**config.mk**
```make
export PLATFORM = sky130hd
export DESIGN_NAME = mackerel_bus_ctrl
export DESIGN_NICKNAME = d
export VERILOG_FILES = /design/src/rtl/mackerel_bus_pkg.sv /design/src/rtl/mackerel_wait_timer.sv /design/src/rtl/mackerel_bus_ctrl.sv
export SDC_FILE = /design/constraint.sdc
export NUM_CORES = 1
export LEC_CHECK = 0
export CAP_MARGIN = 40
export CORE_MARGIN = 2
export CORE_UTILIZATION = 45
export CTS_CLUSTER_DIAMETER = 40
export DETAILED_ROUTE_END_ITERATION = 6
export PLACE_DENSITY = 0.85
export SYNTH_ARGS = -nofsm -noshare
export SYNTH_HDL_FRONTEND = slang
export SYNTH_SLANG_ARGS = --single-unit
```
**constraint.sdc**
```tcl
create_clock -name CLK -period 7.82 [get_ports CLK]
set_input_delay 1.955 -clock CLK [delete_from_list [all_inputs] [get_ports CLK]]
set_output_delay 1.955 -clock CLK [all_outputs]
set_load 0.005 [all_outputs]
```
**src/rtl/mackerel_bus_pkg.sv**
```systemverilog
// mackerel_bus_pkg: shared types and constants for the 68000 bus controller.
//   region_e      : decoded target of the current bus cycle
//   ROM_BASE      : A21:A15 of the boot ROM window (0x3F8000)
//   EXT_BASE      : A21:A15 of peripheral slot 0 (0x3F0000); slot k sits k windows below
//   FC_CPU_SPACE  : function code of a CPU-space cycle
//   IACK_CODE     : A19:A16 pattern of an interrupt-acknowledge cycle
package mackerel_bus_pkg;

   typedef enum logic [2:0] {
      RGN_NONE,
      RGN_ROM,
      RGN_RAM,
      RGN_EXT,
      RGN_IACK
   } region_e;

   localparam logic [6:0] ROM_BASE     = 7'h7F;
   localparam logic [6:0] EXT_BASE     = 7'h7E;
   localparam logic [2:0] FC_CPU_SPACE = 3'b111;
   localparam logic [3:0] IACK_CODE    = 4'hF;

   // A21:A15 of peripheral slot k (each slot is one 32KB window below the last)
   function automatic logic [6:0] ext_base(input int unsigned k);
      return EXT_BASE - k[6:0];
   endfunction

endpackage

```
**src/rtl/mackerel_wait_timer.sv**
```systemverilog
// mackerel_wait_timer: loadable down-counter with a zero flag.
//   clk, rst  : clock, asynchronous active-high reset (count clears to 0)
//   load      : load load_val this cycle (wins over en)
//   en        : decrement by one, holding at zero
//   load_val  : value to load
//   zero      : count is zero
module mackerel_wait_timer #(
   parameter int WIDTH = 8
) (
   input  logic             clk,
   input  logic             rst,
   input  logic             load,
   input  logic             en,
   input  logic [WIDTH-1:0] load_val,
   output logic             zero
);

   logic [WIDTH-1:0] cnt_q, cnt_d;

   // NOTE: every signal written in always_comb gets a default first, so no latch is inferred.
   always_comb begin
      cnt_d = cnt_q;
      if (load) begin
         cnt_d = load_val;
      end else if (en && (cnt_q != '0)) begin
         cnt_d = cnt_q - 1'b1;
      end
   end

   // NOTE: sequential state is updated with non-blocking assignments only.
   always_ff @(posedge clk or posedge rst) begin
      if (rst) begin
         cnt_q <= '0;
      end else begin
         cnt_q <= cnt_d;
      end
   end

   assign zero = (cnt_q == '0);

endmodule

```
**src/rtl/mackerel_bus_ctrl.sv**
```systemverilog
// mackerel_bus_ctrl: 68000 glue decoder. Decodes A21:A15/FC into ROM, RAM-bank
// and peripheral selects, owns the boot-time ROM overlay, and generates DTACK
// (per-region wait states), per-level IACK and autovector VPA.
// Optional build macro MACKEREL_BERR_EN adds a bus-error watchdog on BERR;
// without it BERR is tied high.
// Ports:
//   CLK, RST   : CPU clock, asynchronous active-high reset
//   ADDR       : A23:A1 (A23:A22 ignored, mirrored)
//   FC, AS     : function code, address strobe (active-low)
//   DTACK_EXT  : per-slot peripheral DTACK (active-low)
//   CLK_SLOW   : CLK / CLK_DIV, 50% duty
//   BOOT       : high once the ROM overlay has ended
//   ROMEN, RAMEN, EXTEN : active-low chip selects
//   DTACK, VPA, BERR    : active-low CPU handshakes
//   IACK       : per-level interrupt acknowledge, active-low one-hot
module mackerel_bus_ctrl
   import mackerel_bus_pkg::*;
#(
   parameter int         NUM_RAM      = 4,
   parameter int         NUM_EXT      = 3,
   parameter int         RAM_WAIT     = 0,
   parameter int         ROM_WAIT     = 1,
   parameter int         BOOT_CYCLES  = 8,
   parameter int         CLK_DIV      = 2,
   parameter int         BERR_CYCLES  = 64,
   parameter logic [6:0] AUTOVEC_MASK = 7'b1011111
) (
   input  logic               CLK,
   input  logic               RST,
   input  logic [23:1]        ADDR,
   input  logic [2:0]         FC,
   input  logic               AS,
   input  logic [NUM_EXT-1:0] DTACK_EXT,
   output logic               CLK_SLOW,
   output logic               BOOT,
   output logic               ROMEN,
   output logic [NUM_RAM-1:0] RAMEN,
   output logic [NUM_EXT-1:0] EXTEN,
   output logic               DTACK,
   output logic               VPA,
   output logic               BERR,
   output logic [6:0]         IACK
);

   localparam int BOOT_W   = $clog2(BOOT_CYCLES + 1);
   localparam int WAIT_W   = 8;
   localparam int HALF_DIV = CLK_DIV / 2;

   logic              as_q, as_d;
   logic [BOOT_W-1:0] boot_cnt_q, boot_cnt_d;
   logic [3:0]        div_cnt_q, div_cnt_d;
   logic              clk_slow_q, clk_slow_d;

   region_e           region;
   logic [1:0]        ram_idx;
   logic [2:0]        lvl;
   logic [7:0]        av_vec;
   logic              autovec;
   logic              mem_cyc, cpu_cyc;
   logic              cyc_start, cyc_active, as_rise;
   logic [WAIT_W-1:0] wait_load;
   logic              wait_zero;
   logic              dtack_n;
   logic              unused_addr;

   // Address bits outside the decode window (A23:A22 mirror, A14:A4 offset)
   assign unused_addr = ^{ADDR[23:22], ADDR[14:4]};

   // Cycle tracking from the registered AS: start = first low sample,
   // active = low sampled and still low, rise = completion of a cycle.
   assign cyc_start  = ~AS &  as_q;
   assign cyc_active = ~AS & ~as_q;
   assign as_rise    =  AS & ~as_q;
   assign mem_cyc    = ~AS & (FC != FC_CPU_SPACE);
   assign cpu_cyc    = ~AS & (FC == FC_CPU_SPACE);

   assign BOOT     = (boot_cnt_q == BOOT_W'(BOOT_CYCLES));
   assign CLK_SLOW = clk_slow_q;

   assign lvl     = ADDR[3:1];
   assign av_vec  = {AUTOVEC_MASK, 1'b0};
   assign autovec = av_vec[lvl];

   always_comb begin
      as_d       = AS;
      boot_cnt_d = boot_cnt_q;
      if (as_rise && !BOOT) begin
         boot_cnt_d = boot_cnt_q + 1'b1;
      end
      div_cnt_d  = div_cnt_q + 4'd1;
      clk_slow_d = clk_slow_q;
      if (div_cnt_q == 4'(HALF_DIV - 1)) begin
         div_cnt_d  = '0;
         clk_slow_d = ~clk_slow_q;
      end
   end

   always_ff @(posedge CLK or posedge RST) begin
      if (RST) begin
         as_q       <= 1'b1;
         boot_cnt_q <= '0;
         div_cnt_q  <= '0;
         clk_slow_q <= 1'b0;
      end else begin
         as_q       <= as_d;
         boot_cnt_q <= boot_cnt_d;
         div_cnt_q  <= div_cnt_d;
         clk_slow_q <= clk_slow_d;
      end
   end

   // Region decode. During the overlay every memory cycle goes to ROM.
   always_comb begin
      region  = RGN_NONE;
      ram_idx = '0;
      if (FC == FC_CPU_SPACE) begin
         if ((ADDR[19:16] == IACK_CODE) && (lvl != 3'd0)) begin
            region = RGN_IACK;
         end
      end else if (!BOOT) begin
         region = RGN_ROM;
      end else if (ADDR[21:15] == ROM_BASE) begin
         region = RGN_ROM;
      end else begin
         // Each RAM bank spans 16 windows, so A21:A19 is the bank number
         if (32'(ADDR[21:19]) < NUM_RAM) begin
            region  = RGN_RAM;
            ram_idx = ADDR[20:19];
         end
         for (int k = 0; k < NUM_EXT; k++) begin
            if (ADDR[21:15] == ext_base(k)) begin
               region = RGN_EXT;
            end
         end
      end
   end

   always_comb begin
      ROMEN = ~(mem_cyc & (region == RGN_ROM));
      RAMEN = '1;
      for (int b = 0; b < NUM_RAM; b++) begin
         RAMEN[b] = ~(mem_cyc & (region == RGN_RAM) & (ram_idx == 2'(b)));
      end
      EXTEN = '1;
      for (int k = 0; k < NUM_EXT; k++) begin
         EXTEN[k] = ~(mem_cyc & (region == RGN_EXT) & (ADDR[21:15] == ext_base(k)));
      end
      IACK = '1;
      for (int i = 0; i < 7; i++) begin
         IACK[i] = ~(cpu_cyc & (region == RGN_IACK) & (lvl == 3'(i + 1)));
      end
   end

   assign wait_load = (region == RGN_ROM) ? WAIT_W'(ROM_WAIT) : WAIT_W'(RAM_WAIT);

   mackerel_wait_timer #(.WIDTH(WAIT_W)) u_wait (
      .clk      (CLK),
      .rst      (RST),
      .load     (cyc_start),
      .en       (cyc_active),
      .load_val (wait_load),
      .zero     (wait_zero)
   );

   always_comb begin
      dtack_n = 1'b1;
      case (region)
         RGN_ROM, RGN_RAM: dtack_n = ~(cyc_active & wait_zero);
         // Only one EXTEN can be low, so the matching slot's DTACK passes through
         RGN_EXT:          dtack_n = &(EXTEN | DTACK_EXT);
         // Non-autovectored levels take their vector from the MFP on slot 0
         RGN_IACK:         dtack_n = autovec | AS | DTACK_EXT[0];
         default:          dtack_n = 1'b1;
      endcase
   end

   // RST drops any acknowledge at once, including the combinational MFP path
   assign DTACK = dtack_n | RST;
   assign VPA   = ~((region == RGN_IACK) & autovec & cyc_active);

`ifdef MACKEREL_BERR_EN
   localparam int WD_W = $clog2(BERR_CYCLES + 1);

   logic wd_zero;
   logic acked_q, acked_d;

   // Once the watchdog expires the acknowledge flag freezes, so BERR holds until AS negates
   always_comb begin
      acked_d = acked_q;
      if (cyc_start) begin
         acked_d = 1'b0;
      end else if (cyc_active && !wd_zero && (!DTACK || !VPA)) begin
         acked_d = 1'b1;
      end
   end

   always_ff @(posedge CLK or posedge RST) begin
      if (RST) begin
         acked_q <= 1'b0;
      end else begin
         acked_q <= acked_d;
      end
   end

   mackerel_wait_timer #(.WIDTH(WD_W)) u_watchdog (
      .clk      (CLK),
      .rst      (RST),
      .load     (cyc_start),
      .en       (cyc_active & ~acked_q),
      .load_val (WD_W'(BERR_CYCLES)),
      .zero     (wd_zero)
   );

   assign BERR = ~(cyc_active & wd_zero & ~acked_q);
`else
   localparam int unused_berr_cycles = BERR_CYCLES;

   assign BERR = 1'b1;
`endif

endmodule

```
==> impl_metrics.ini, run 1 <==
[clocking]
cts.clk_slew.worst_paths_ns = 0.09
ctsHoldBuffers = 0
cts_buffers = 3
cts_htree_levels = 1
cts_tree = yes
cts_resized = 0
post_cts_buffers = 0
cts.path.max_buffers = 2
clock-sinks = 18
cts_root_buffer = clkbuf_4
clk_latency_ns = 0.29

[synthesis]
synth_ff_type = dfrtp_1
ys_warn_count = 0
syn_area_per_cell_um2 = 8.749
synth_commonest_cells = dfrtp_1, nand2_1, nor2_1
syn_inst = 136
yosysMostFrequentCell = dfrtp_1
yosys_register_bits = 18
yosys.area.top_type = dfrtp_1
synthArstFlopShare_pct = 100.0
yosys.area.top_type_share_pct = 35.75
ys_seq_area_share_pct = 37.96
synth_cell_types = 38
syn-num-nets = 174
yosys-top-cells-area = dfrtp_1, ha_1, nand2_1
synth_edf_count = 0
synthesis.area_um2 = 1190

[job]
max_cap_viol_count = 0

[outcome]
status = completed

[layout]
fin_cells = 204
fillerInstances = 212
fin_nets = 213
drive_gt1_share_pct = 4.598
final_cell_area_um2 = 1619
diodes = 0
synthToLayoutAreaGrowth_pct = 36.07

[route]
wirelength_mm = 2.726
drcViolationCount = 0
wl_per_cell_um = 13.36
first_iter_violations = 12
vias_per_cell = 5.485
ant_nets = 0
drt_first_pass_iters = 4
vias = 1119

[pwr]
p_switching_uw = 119.0
switching_share_pct = 36.19
pwr_density_cell_nw_per_um2 = 203.2
combPwrFrac_pct = 37.2
seq_power_share_pct = 46.2
p_leak_uw = 0.0006579
pwr-share-clk_pct = 16.6
p_int_uw = 209.9
ir_drop_uv = 146.0

[setup_path]
critPathMaxFanout = 14
critPathCaptureType = output port
cp_common_cell = clkdlybuf4s50_1
cp_slowest_cell = or4_1
cp_data_required_time_ns = 5.87
worstPathArrival_ns = 4.01
cp_cell_sequence = clkdlybuf4s50_1 -> or4_1 -> or3_1 -> clkdlybuf4s50_1
max_stage_delay_ns = 0.66
startpoint_type = input port
crit_type = in2out
reg2reg_depth = 6

[placed_design]
routabilityCongestion = 0.8660
place_ws_ns = 1.836
place_area_um2 = 1583
dp_hpwl_mm = 2.212
port_buffers = 37
post-place-cells = 200

[sta]
period_needed_ns = 5.969
rsz0062_at_grt = false
tightest_slew_ns = 0.6976
fin_tns_setup_ns = 0
finalWorstSetupSlack_ns = 1.851
fin_hold_ws_ns = 0.4697
timing.fmax_mhz = 167.5
finalHoldViolations = 0
skew_ns = 0.007493
slew_violations = 0
period_share_pct = 76.34
relSlewSlack_pct = 53.44
finalSetupViolCount = 0

[die]
die_x_um = 55.42
fp.coreArea_um2 = 2500
rows = 18
start_util_pct = 47.60
die_y_um = 55.42
io_pins = 52
die_area_um2 = 3071

[grt]
grt_max_degree = 20
globalRouteOverflowTotal = 0
grt_antenna_before_repair = 0
grt_pass1_wl_mm = 4.885
first_global_vias = 1115
track_usage_pct = 19.31

[min_path]
hp-class = reg2reg
hold_path_depth = 1
==> stage by stage <==
stage	power, uW	utilization [%]
2_1_floorplan	232.7	-
3_3_place_gp	266.5	63.31
3_5_place_dp	275.6	63.31
4_1_cts	333.0	64.76
5_1_grt	359.4	64.76
6_report	328.9	64.76
==> placed cells by master (no fill, tap or decap), types with 4 or more instances in the layout <==
cell type / instances
nand3_1: 7
nor3_1: 5
inv_1: 10
nand4_1: 5
dfrtp_1: 17
clkdlybuf4s50_1: 37
xnor2_1: 5
nand2_1: 15
nor2_1: 13
ha_1: 6
o21ai_0: 4
xor2_1: 5
nand2b_1: 4
==> power by group through the flow <==
stage                     Clock (uW)  Combinational [uW]  Sequential, uW
final                           54.7                 122             152
after floorplan                    0                85.9             147
after global placement             0                 115             151
after global routing            60.1                 142             157
after CTS                       57.4                 123             152
after detailed placement           0                 122             154
==> per-layer routing <==
layer	GRT usage [%]	up-vias	share of wire (%)	wire length [um]
met5	0	-	0	0
met4	3.136	0	0	0
met3	2.576	0	3.4	92
met2	38.10	21	53	1457
met1	22.02	535	43	1177
li1	-	563	-	-
==> sequential cells by signal (all words and copies together) (netlist names) <==
register,flops
as_q,1
boot_cnt_q,4
div_cnt_q,4
u_wait.cnt_q,8
CLK_SLOW,1
==> path summary, 6_finish.rpt <==
path                                 startpoint         endpoint  slack [ns]
min in group asynchronous                   RST  u_wait.cnt_q[7]        2.12
worst min-delay path               div_cnt_q[3]     div_cnt_q[3]        0.47
worst min register to register     div_cnt_q[3]     div_cnt_q[3]        0.47
max in group asynchronous                   RST  u_wait.cnt_q[0]        5.25
worst max-delay path                         AS         RAMEN[0]        1.85
worst max register to register  u_wait.cnt_q[0]  u_wait.cnt_q[0]        5.84
==> cell families after synthesis <==
kind of cell / after synthesis / share of synthesized area [%]
compound gates: 18 / 11.46
xor+xnor: 10 / 7.360
fa+ha+maj: 6 / 6.309
buf+inv: 13 / 4.417
flops: 18 / 37.96
mux: 2 / 1.788
other cells: 1 / 0.3152
simple gates: 68 / 30.39
==> cell type report <==
type,instances,area (um^2),area share (%)
tap,30,37.54,2.318
inverter,10,37.54,2.318
multi-input combinational,105,685.7,42.35
clock buffer,4,36.28,2.241
timing repair buffer,37,370.4,22.87
sequential,18,451.7,27.90
==> worst max-delay path: cells and delay by family <==
family	cells	cell delay, ns
buffers and inverters	2	1.08
AND/OR/NAND/NOR	2	0.98
Power figures use the tool's default switching activity.
==> run 2: changes to the inputs <==
Settings changed: CORE_UTILIZATION 45 to 42, PLACE_DENSITY 0.85 to 0.8.
Clock period 7.82 ns to 5.8 ns, I/O delays scaled along.
==> run 2 against run 1 <==
Net effect:
- cell count up 0.98%
- sequential share of layout area fell by 0.15 points
- critical path depth is 1 higher
- design area is 0.54% higher
- hold slack gained 0.013 ns
- global-route usage is 2.0 points lower
- worst setup slack lost 1.0 ns
- highest routed layer unchanged
- register-to-register slack got worse by 2.0 ns
==> impl_metrics.ini, run 2 (same netlist as run 1, synthesis figures left out) <==
[outcome]
status = completed

[clocking]
clk_latency_ns = 0.29
cts_buffers = 3
cts.path.max_buffers = 2
cts_root_buffer = clkbuf_4
cts_tree = yes
clock-sinks = 18
ctsHoldBuffers = 0
cts.clk_slew.worst_paths_ns = 0.10
cts_resized = 0
post_cts_buffers = 0
cts_htree_levels = 1

[min_path]
holdPathEnd = boot_cnt_q[3]
hold_path_depth = 1
min-delay-start = boot_cnt_q[3]
hp-class = reg2reg

[route]
first_iter_violations = 27
vias_per_cell = 5.437
drt_first_pass_iters = 4
wl_per_cell_um = 12.94
drcViolationCount = 0
vias = 1120
ant_nets = 0
wirelength_mm = 2.666

[setup_path]
worstPathArrival_ns = 3.53
startpoint_type = input port
cp_data_required_time_ns = 4.35
r2r_setup_slack_ns = 3.83
crit_type = in2out
r2r-start = u_wait.cnt_q[0]
critPathMaxFanout = 14
worstReg2RegEnd = u_wait.cnt_q[0]
critPathCaptureType = output port
reg2reg_depth = 6

[placed_design]
place_area_um2 = 1592
port_buffers = 37
dp_hpwl_mm = 2.179
post-place-cells = 202
routabilityCongestion = 0.8240

[sta]
period_share_pct = 85.78
skew_ns = 0.003652
finalHoldViolations = 0
fin_hold_ws_ns = 0.4831
slew_violations = 0
rsz0062_at_grt = false
fin_tns_setup_ns = 0
finalSetupViolCount = 0
tightest_slew_ns = 0.6043
period_needed_ns = 4.975
timing.fmax_mhz = 201.0
relSlewSlack_pct = 59.63

[die]
rows = 19
start_util_pct = 43.52
fp.coreArea_um2 = 2734
die_y_um = 57.23
io_pins = 52
die_x_um = 57.23
die_area_um2 = 3275

[layout]
final_common_cell = clkdlybuf4s50_1
fin_nets = 214
regMostFlops = u_wait.cnt_q
drive_gt1_share_pct = 5.143
synthToLayoutAreaGrowth_pct = 36.80
top_regs = u_wait.cnt_q x8, boot_cnt_q x4, div_cnt_q x4
diodes = 0
fin_cells = 206
final_cell_area_um2 = 1628
layout_common_cells = clkdlybuf4s50_1, dfrtp_1, nand2_1
largest_reg_flops = 8

[pwr]
pwr_density_cell_nw_per_um2 = 272.5
p_total_uw = 443.6
ir_drop_uv = 228.2
p_leak_uw = 0.0006627

[job]
max_cap_viol_count = 0

[grt]
grt_antenna_before_repair = 0
grt_pass1_wl_mm = 4.685
first_global_vias = 1093
globalRouteOverflowTotal = 0
track_usage_pct = 17.28
grt_max_degree = 20
## run 2: cell count changes in the layout (fill, tap and decap cells not counted)
cell	previous run	this run
buf_4	0	1
## run 2: worst max-delay path by stage
| stage | start | cells past startpoint | to |
|---|---|---|---|
| after floorplan | FC[2] | 3 | RAMEN[0] |
| after global placement | AS | 5 | DTACK |
| after detailed placement | AS | 5 | DTACK |
| after CTS | AS | 5 | DTACK |
| after global routing | AS | 5 | DTACK |
| final | AS | 5 | DTACK |
## run 2: per-stage QoR
stage | setup WS [ns] | utilization, %
after detailed placement | 0.8390 | 58.22
after floorplan | 1.958 | -
final | 0.8250 | 59.54
after CTS | 0.8433 | 59.54
after global placement | 0.8580 | 58.22
after global routing | 0.7472 | 59.54
## run 2: report_power, final
group          switching, uW  total, uW  internal (uW)
Combinational           81.6        162           80.2
Clock                   37.4       75.6           38.2
Sequential              42.0        206            164
## run 2: critical path, stage by stage
cell,delay [ns]
clkdlybuf4s50_1,0.62
or4_1,0.62
a221oi_2,0.25
o22ai_1,0.12
clkdlybuf4s50_1,0.47
## run 2: area by class of cell
cell class / count / area (um^2)
repair buffers: 38 / 377.9
clock buffers: 4 / 36.28
multi-input cells: 105 / 685.7
fillers: 233 / 1106
inverters: 10 / 37.54
well taps: 31 / 38.79
flip-flops and latches: 18 / 451.7
## run 2: per-layer routing
layer	share of wire (%)	global-route usage (%)
met3	2.9	2.268
met2	53	30.87
met1	45	22.11
met5	0	0
met4	0	4.319
